## src/rtl/trigger_timer.sv

```systemverilog
// Measures the latency from the start of an en window to the first trig pulse,
// reports it through a valid/ready result port and tracks the largest hit latency.
module trigger_timer #(
  parameter int CNT_W   = 24,
  parameter int ID_W    = 8,
  parameter int TIMEOUT = 1000000
) (
  input  logic             clk,
  input  logic             rst,
  input  logic             en,
  input  logic             trig,
  input  logic [ID_W-1:0]  attempt_id,
  input  logic             clear_max,
  output logic [CNT_W-1:0] result,
  output logic [ID_W-1:0]  result_id,
  output logic [1:0]       result_status,
  output logic             result_valid,
  input  logic             result_ready,
  output logic [CNT_W-1:0] max_time,
  output logic [ID_W-1:0]  max_id,
  output logic             max_valid,
  output logic             busy,
  output logic [1:0]       state_dbg
);

  if (TIMEOUT < 1 || longint'(TIMEOUT) > ((longint'(1) << CNT_W) - 1)) begin : g_bad_timeout
    $error("trigger_timer: TIMEOUT out of range 1 .. 2**CNT_W-1");
  end

  typedef enum logic [1:0] {
    IDLE     = 2'd0,
    MEASURE  = 2'd1,
    HOLD     = 2'd2,
    WAIT_LOW = 2'd3
  } state_e;

  localparam logic [1:0] ST_HIT     = 2'b00;
  localparam logic [1:0] ST_TIMEOUT = 2'b01;
  localparam logic [1:0] ST_ABORT   = 2'b10;

  localparam logic [CNT_W-1:0] TIMEOUT_C  = CNT_W'(TIMEOUT);
  localparam logic [CNT_W-1:0] TIMEOUT_M1 = CNT_W'(TIMEOUT - 1);

  // Result handshake: result_valid rises on the first HOLD cycle; the consumer
  // takes the result on any edge where result_valid and result_ready are both
  // high. Result fields never change while result_valid is high.
  state_e           state_q, state_d;
  logic [CNT_W-1:0] cnt_q, cnt_d;
  logic [CNT_W-1:0] result_q, result_d;
  logic [ID_W-1:0]  result_id_q, result_id_d;
  logic [1:0]       result_status_q, result_status_d;
  logic             result_valid_q, result_valid_d;
  logic [CNT_W-1:0] max_time_q, max_time_d;
  logic [ID_W-1:0]  max_id_q, max_id_d;
  logic             max_valid_q, max_valid_d;
  logic             busy_q, busy_d;
  logic             hit;

  always_comb begin
    state_d         = state_q;
    cnt_d           = cnt_q;
    result_d        = result_q;
    result_id_d     = result_id_q;
    result_status_d = result_status_q;
    result_valid_d  = result_valid_q;
    hit             = 1'b0;

    case (state_q)
      IDLE: begin
        if (en) begin
          cnt_d       = '0;
          result_id_d = attempt_id;
          state_d     = MEASURE;
        end
      end
      MEASURE: begin
        if (trig) begin
          result_d        = cnt_q;
          result_status_d = ST_HIT;
          result_valid_d  = 1'b1;
          hit             = 1'b1;
          state_d         = HOLD;
        end else if (!en) begin
          result_d        = cnt_q;
          result_status_d = ST_ABORT;
          result_valid_d  = 1'b1;
          state_d         = HOLD;
        end else if (cnt_q == TIMEOUT_M1) begin
          result_d        = TIMEOUT_C;
          result_status_d = ST_TIMEOUT;
          result_valid_d  = 1'b1;
          state_d         = HOLD;
        end else begin
          cnt_d = cnt_q + CNT_W'(1);
        end
      end
      HOLD: begin
        if (result_ready) begin
          result_valid_d = 1'b0;
          state_d        = en ? WAIT_LOW : IDLE;
        end
      end
      WAIT_LOW: begin
        if (!en) state_d = IDLE;
      end
      default: state_d = IDLE;
    endcase

    // Strict > keeps the earliest tag on ties; clear_max overrides a same-cycle hit.
    max_time_d  = max_time_q;
    max_id_d    = max_id_q;
    max_valid_d = max_valid_q;
    if (clear_max) begin
      max_time_d  = '0;
      max_id_d    = '0;
      max_valid_d = 1'b0;
    end else if (hit && (!max_valid_q || cnt_q > max_time_q)) begin
      max_time_d  = cnt_q;
      max_id_d    = result_id_q;
      max_valid_d = 1'b1;
    end

    busy_d = (state_d != IDLE);
  end

  always_ff @(posedge clk) begin
    if (rst) begin
      state_q         <= IDLE;
      cnt_q           <= '0;
      result_q        <= '0;
      result_id_q     <= '0;
      result_status_q <= 2'b00;
      result_valid_q  <= 1'b0;
      max_time_q      <= '0;
      max_id_q        <= '0;
      max_valid_q     <= 1'b0;
      busy_q          <= 1'b0;
    end else begin
      state_q         <= state_d;
      cnt_q           <= cnt_d;
      result_q        <= result_d;
      result_id_q     <= result_id_d;
      result_status_q <= result_status_d;
      result_valid_q  <= result_valid_d;
      max_time_q      <= max_time_d;
      max_id_q        <= max_id_d;
      max_valid_q     <= max_valid_d;
      busy_q          <= busy_d;
    end
  end

  assign result        = result_q;
  assign result_id     = result_id_q;
  assign result_status = result_status_q;
  assign result_valid  = result_valid_q;
  assign max_time      = max_time_q;
  assign max_id        = max_id_q;
  assign max_valid     = max_valid_q;
  assign busy          = busy_q;
  assign state_dbg     = state_q;

endmodule

```

## config.mk

```make
export PLATFORM = sky130hd
export DESIGN_NAME = trigger_timer
export DESIGN_NICKNAME = d
export VERILOG_FILES = /design/src/rtl/trigger_timer.sv
export SDC_FILE = /design/constraint.sdc
export NUM_CORES = 1
export LEC_CHECK = 0
export CAP_MARGIN = 20
export CORE_UTILIZATION = 48
export CTS_BUF_LIST = sky130_fd_sc_hd__clkbuf_8 sky130_fd_sc_hd__clkbuf_16
export CTS_CLUSTER_SIZE = 40
export DETAILED_ROUTE_END_ITERATION = 10
export PLACE_DENSITY = 0.76
export SKIP_LAST_GASP = 1
export SLEW_MARGIN = 30
export SYNTH_ARGS = -nofsm -noshare
export SYNTH_HDL_FRONTEND = slang
export SYNTH_SLANG_ARGS = --single-unit
export TNS_END_PERCENT = 10
```

## constraint.sdc

```tcl
create_clock -name clk -period 2 [get_ports clk]
set_clock_uncertainty 0.15 [all_clocks]
set_input_delay 0.2 -clock clk [delete_from_list [all_inputs] [get_ports clk]]
set_output_delay 0.2 -clock clk [all_outputs]
set_load 0.01 [all_outputs]
```

======== Yosys cells after proc, flatten, opt, wreduce, memory -nomap -nowiden ========
Cells that the tools add are included.
storage, ports and cells
  bits in registers ....................... 95
  output and inout bits ................... 71
operators by class
  $lt $le $gt $ge ......................... 1
  add/subtract/negate cells ............... 1
  reductions and logical operators ........ 12
  multiplexer cells ....................... 26
  eq/ne operators ......................... 11
operators with widths
  cell                                                                count
  24-bit two-way mux                                                  7
  24-bit one-hot mux with 2 select lines                              1
  24-bit by 1-bit adder with 24-bit output (second input constant)    1
  24-bit by 20-bit == test with 1-bit output (second input constant)  1
  24-bit greater-than comparator                                      1
  2-bit two-way mux                                                   10
  2-bit != test (second input constant)                               5
  2-bit one-hot mux with 4 select lines                               1
  1-bit two-way mux                                                   6
  2-bit nonzero test                                                  3
  5-bit AND reduction                                                 1
  2-bit == test (second input constant)                               2
  4-bit != test (second input constant)                               1
  2-bit AND reduction                                                 2
  3-bit by 1-bit != test with 1-bit output (second input constant)    1
  3-bit AND reduction                                                 1
  2-bit by 1-bit == test with 1-bit output (second input constant)    1
  2-bit zero test                                                     1
  1-bit one-hot mux with 2 select lines                               1
  2-bit OR reduction                                                  1
  1-bit logical AND                                                   1
  1-bit zero test                                                     1
  1-bit logical OR                                                    1

======== Depth between registers and ports, before layout ========
Gate-level depths: netlist of run 1.
  depth after elaboration ................. 6
  mapped depth ............................ 9

======== Worst setup path before layout of run 1 ========
No wires, ideal clock.
  path type ............................... flip-flop to flip-flop
  from .................................... reg max_time_q[1], in the netlist max_time[1]
  to ...................................... reg max_id_q[5], in the netlist max_id[5]
  clock period less this slack ............ 2288 ps
  data required time ...................... 1774 ps
  arrival time ............................ 2062 ps
  path buffers ............................ 1
  slack ................................... -288 ps
  stages on the path, launching flop included .. 10
  cell sequence ........................... dfxtp_1 -> inv_1 -> ha_1 -> nor2b_1 -> o211ai_1 -> a21oi_1 -> o311ai_1 -> clkbuf_1 -> nand4_1 -> a21boi_0
on the way
  longest elaborated chain between the ends .. 3
ends and longest elaborated chain
  item                            line  RTL
  start, declared                 53    logic [CNT_W-1:0] max_time_q, max_time_d;
  start signal, assigned          145   max_time_q <= max_time_d;
  24-bit greater-than comparator  117   end else if (hit && (!max_valid_q || cnt_q > max_time_q)) begin
  1-bit logical OR                117
  1-bit logical AND               117
  end signal, assigned            146   max_id_q <= max_id_d;
  end, declared                   54    logic [ID_W-1:0] max_id_q, max_id_d;
No other way between the ends.
A chain may end at the register's enable or synchronous reset.

======== Worst setup path after layout of run 1 ========
  from .................................... reg cnt_q[17]
  to ...................................... reg max_time_q[20], in the netlist max_time[20]
on the way
  longest elaborated chain between the ends .. 3
ends and longest elaborated chain
  item                            line  RTL
  start, declared                 48    logic [CNT_W-1:0] cnt_q, cnt_d;
  start signal, assigned          140   cnt_q <= cnt_d;
  24-bit greater-than comparator  117
  1-bit logical OR                117
  1-bit logical AND               117
No other way between the ends.

==> metrics.txt, run 1 <==
critical path peak fanout 6; largest net degree at the start of global routing 34; Pwr Density 534 mW/mm^2; status finished with violations; DRC viols 0; Yosys Warn Count 0; Port Buffers 84; Data required, critical path 2.11 ns; GR Util All Layers 0.313; number of synthesized register bits 95; core area 0.00937 mm^2; antenna violations before repair 0; final routed wire length divided by cell count 17.6 um; area grow syn2layout 48.4%; crit path cell chain ha_4 -> nand4_1 -> nor4_4 -> nor2b_4 -> buf_6 -> o311ai_4 -> buf_6 -> nand4_1 -> a21boi_1; hold path start attempt_id[1]; Tmin final 2.42 ns; worst skew pair latency 0.38 ns; GP Congestion 0.898; R2R depth 9; vias in the first global route 5,013; cell depth of the worst setup path 9; DRT Wirelength 15,400 um; CTS sink cnt 95; Leak 2.78 nW; r2r startpoint cnt_q[17]; synthesized netlist cell count 555; Crit Path Class flop to flop; CP startpoint kind flop; Worst IR Drop VDD 0.394 mV; final hold violation count 0; syn avg cell area 8.50 um^2; syn_nets 594; htree depth 3; DP Worst Slack -0.445 ns; Clock Pin Slew Worst Setup and Hold Paths 0.12 ns; worst hold path cell count 3; Setup TNS -20.90 ns; CTS buffer count 9; drt first pass iters 5; crit end category flop; failing checks setup timing; first-pass GRT wire length 24,800 um; Clock Path Buffers 2; die width 101 um; Period Utilization, post-route 1.21; share of cells above drive strength 1 0.259; min-delay worst type primary input to flop; DP HPWL 10,900 um; CTS tree built; Vert. Die Dim 101 um; register area share after synthesis 0.403; Post-synth EDFFs 0; Crit path buffers/inverters 2; unrepaired setup endpoints after global routing yes; # IOs 85; Synth Flop Type dfxtp_1; vias per cell 5.78; worst hold slack 0.214 ns; asr flop ratio synth 0; DR vias 5,048; Initial Util 0.504; CP top delay family simple AND/OR/NAND/NOR gates; root buf cell clkbuf_8; setup ws final -0.424 ns; critical path arrival 2.53 ns; die area 0.0102 mm^2; nets@finish 779; CP max-delay cell nor4_4; Max stage delay on crit path 0.44 ns; final core utilization 0.747; final setup fails 84; Final Max Slew Viols 0; relative slew slack 0.513; grt ovf 0; Initial DRC Count 194; Tightest Pin Transition 0.730 ns; Final ANT Viol Nets 0; Fmax 412 MHz; worst setup path start cnt_q[17]; synth unique cells 44; # rows 35; maxcap violations 0; power consumption 0.00374 W; Post-Syn Area 0.00472 mm^2; ant diodes 0
state kept, by name, indices dropped and copies added, names as in the netlist:
name,cells
max_valid,1
max_time,24
result_id,8
cnt_q,24
result_valid,1
busy,1
state_dbg,2
max_id,8
result_status,2
result,24
per-layer routing:
layer,GRT usage,share of wire
met5,0,0
met4,0.147,0.033
met3,0.0621,0.065
met2,0.530,0.48
met1,0.383,0.42
metrics by stage:
step                      area, um^2  instances
after detailed placement        6620        850
after floorplan                 4820        555
final                           7000        874
after global placement          6620        850
after CTS                       7000        874
after global routing            7000        874
path summary, 6_finish.rpt:
| check | end | slack (ns) |
|---|---|---|
| worst max-delay path | max_time[20] | -0.42 |
| worst min-delay path | result_id[1] | 0.21 |
| worst max register to register | max_time[20] | -0.42 |
| worst min register to register | result_valid | 0.33 |
logic make-up after synthesis:
kind of cell / count (synthesis) / synth area share
simple gates: 192 / 0.207
compound gates: 161 / 0.244
flops: 95 / 0.403
buf+inv: 73 / 0.0631
fa+ha+maj: 25 / 0.0663
xor+xnor: 9 / 0.0167
cell type report:
type	count	area [um^2]
sequential	95	1930
clock inverter	7	75.1
tap	129	161
multi-input combinational	387	2650
timing repair buffer	217	1950
fill	725	2370
clock buffer	9	124
inverter	30	113
Yosys cell counts, drive strengths merged (6+ instances only):
cell / count / area, um^2
nand3: 11 / 55.1
nor2: 55 / 209
o31ai: 32 / 240
and3: 6 / 42.5
clkbuf: 26 / 97.6
buf: 17 / 87.6
dfxtp: 95 / 1900
nand2: 31 / 116
nand2b: 6 / 37.5
or3: 11 / 68.8
nand4: 45 / 282
xnor2: 9 / 78.8
a21oi: 40 / 204
a21boi: 35 / 263
inv: 30 / 113
ha: 25 / 313
a22oi: 17 / 128
o21ai: 13 / 65.1
nor3: 12 / 60.1
worst reg2reg max path, delay by kind of cell (launching register included):
kind                       cells  cell delay (ns)
DFF                            1             0.38
adders and majority gates      1             0.26
AOI/OAI and AO/OA              2             0.24
buffers and inverters          2             0.32
and+or+nand+nor                4             0.96
where the power goes:
| group | total [W] | internal, W | switching, W |
|---|---|---|---|
| logic | 0.000477 | 0.000217 | 0.000260 |
| registers | 0.00196 | 0.00193 | 0.0000300 |
| clock network | 0.00131 | 0.000496 | 0.000810 |
| total | 0.00374 | 0.00264 | 0.00110 |
cell usage in the layout (no fill, tap or decap), drive strengths merged, types with 6 or more instances in the layout:
cell and count:
nor2 55, a21boi 35, nand3 11, clkdlybuf4s50 84, a22oi 17, nand2b 6
buf 133, clkbuf 9, ha 25, a21oi 40, nor3 12, o31ai 32
or3 11, inv 34, o21ai 13, nand2 31, dfxtp 95, and3 6
nand4 45, xnor2 9
what timing repair did:
item                       in CTS  in global routing
setup buffers                   5                  0
gates resized for setup        55                  3
hold buffers                    0                  0
setup endpoints to repair      82                 86
gates cloned                    3                  0
pin swaps                      38                  8
(Power assumes the default switching activity.)
==> inputs of run 2 (changes only) <==
CELL_PAD_IN_SITES_DETAIL_PLACEMENT = 0   (was unset)
CELL_PAD_IN_SITES_GLOBAL_PLACEMENT = 1   (was unset)
CORE_UTILIZATION = 35   (was 48)
CTS_CLUSTER_SIZE = 28   (was 40)
PLACE_DENSITY = 0.74   (was 0.76)
==> metrics.txt, run 2 (same netlist as run 1, synthesis figures left out) <==
root buf cell clkbuf_16; unrepaired setup endpoints after global routing yes; final setup fails 85 (+1.2%); final core utilization 0.553 (-0.195); first-pass GRT wire length 24,200 um (-2.5%); Clock Path Buffers 2 (unchanged); critical path arrival 2.56 ns (+0.03 ns); Worst IR Drop VDD 0.411 mV (+4.3%); largest net degree at the start of global routing 34 (unchanged); worst hold slack 0.235 ns (+0.0208 ns); # IOs 85 (unchanged); area grow syn2layout 54.5%; Leak 2.81 nW (+1.1%); DRC viols 0 (unchanged); commonest non-fill, non-tap cell in the layout buf_4; vias in the first global route 4,819 (-3.9%); worst skew pair latency 0.36 ns (-0.02 ns); die area 0.0140 mm^2 (+36%); DP HPWL 11,100 um (+1.5%); crit end category flop; Initial DRC Count 335 (+73%); antenna violations before repair 0 (unchanged); DR vias 4,893 (-3.1%); CTS tree built; Pwr Density 581 mW/mm^2 (+8.9%); CP startpoint kind flop; vias per cell 5.38 (-6.9%); Data required, critical path 2.12 ns (about the same); DRT Wirelength 15,700 um (+2.1%); Period Utilization, post-route 1.22 (+0.00837); relative slew slack 0.494 (-0.0192); final hold violation count 0 (unchanged); CTS sink cnt 95 (unchanged); Vert. Die Dim 118 um (+17%); # rows 42 (+20%); nets@finish 768 (-1.4%); share of cells above drive strength 1 0.277 (+0.0175); Final Max Slew Viols 0 (unchanged); Tightest Pin Transition 0.759 ns (+0.0288 ns); maxcap violations 0 (unchanged); Clock Pin Slew Worst Setup and Hold Paths 0.07 ns (-0.05 ns); Setup TNS -25.53 ns (-4.62 ns); final routed wire length divided by cell count 17.2 um (-1.9%); failing checks setup timing; Tmin final 2.44 ns (+0.0167 ns); DP Area 0.00657 mm^2 (-0.74%); setup ws final -0.441 ns (-0.0167 ns); core area 0.0132 mm^2 (+41%); htree depth 3 (unchanged); Fmax 410 MHz (-0.69%); drt first pass iters 5 (unchanged); Port Buffers 84 (unchanged); Crit Path Class flop to flop; CTS buffer count 9 (unchanged); GR Util All Layers 0.221 (-0.0923); Initial Util 0.358 (-0.146); Final ANT Viol Nets 0 (unchanged); min-delay worst type primary input to flop; cell area after layout 0.00729 mm^2 (+4.1%); Worst R2R Setup Slack -0.44 ns (-0.02 ns); critical path peak fanout 6 (unchanged); grt ovf 0 (unchanged); ant diodes 0 (unchanged); power consumption 0.00424 W (+13%); die width 118 um (+17%); commonest non-fill, non-tap cells in the layout 104 x buf_4, 84 x clkdlybuf4s50_1, 76 x dfxtp_1; GP Congestion 0.873 (-2.8%); status finished with violations
==> run 2: power breakdown <==
| part | leakage (nW) | total [W] | switching, W | internal (W) |
|---|---|---|---|---|
| registers | 0.778 | 0.00196 | 0.0000296 | 0.00193 |
| clock network | 0.155 | 0.00179 | 0.000780 | 0.00101 |
| logic | 1.87 | 0.000484 | 0.000259 | 0.000226 |
| total | 2.81 | 0.00424 | 0.00107 | 0.00317 |
==> run 2: worst max-delay path, stage by stage (launching register included) <==
cell and delay, ns:
dfxtp_1 0.36, ha_4 0.28, nand4_1 0.13, buf_4 0.16
a211o_1 0.23, a311oi_2 0.36, o21a_4 0.29, clkbuf_16 0.18
o31ai_1 0.06, a21boi_0 0.15
==> run 2: metrics by stage <==
stage                     setup WS (ns)  std cells
after floorplan                  -0.114        555
final                            -0.441        910
after global routing             -0.551        910
after global placement           -0.350        881
after CTS                        -0.401        898
after detailed placement         -0.520        881
==> run 2: timing repair <==
item | 4_1_cts | 5_1_grt
resized for setup | 7 | 55
gates cloned | 0 | 6
endpoints found under the setup margin | 85 | 86
buffers inserted | 1 | 6
hold buffers | 0 | 0
pin swaps | 1 | 19
==> run 2: metal layers <==
layer  GRT usage  wire (um)
met3      0.0354        819
met1       0.263       6640
met5           0          0
met4       0.107        453
met2       0.383       7770
==> run 2: final cells by class <==
| cell class | count | area [um^2] |
|---|---|---|
| sequential | 95 | 1930 |
| fill | 1202 | 5900 |
| clock inverter | 6 | 68.8 |
| tap | 176 | 220 |
| inverter | 30 | 113 |
| multi-input combinational | 387 | 2780 |
| clock buffer | 10 | 239 |
| timing repair buffer | 206 | 1950 |
==> run 2: path summary, 6_finish.rpt <==
check,from,endpoint,cells after the start
max,cnt_q[13],max_time[11],9
min,attempt_id[1],result_id[1],3
max reg2reg,cnt_q[13],max_time[11],9
min reg2reg,result_valid,result_valid,2
==> inputs of run 3 (changes only) <==
CAP_MARGIN = unset   (was 20)
==> results of run 3 <==
Final layout, timing and power as in run 2 (identical DEF).
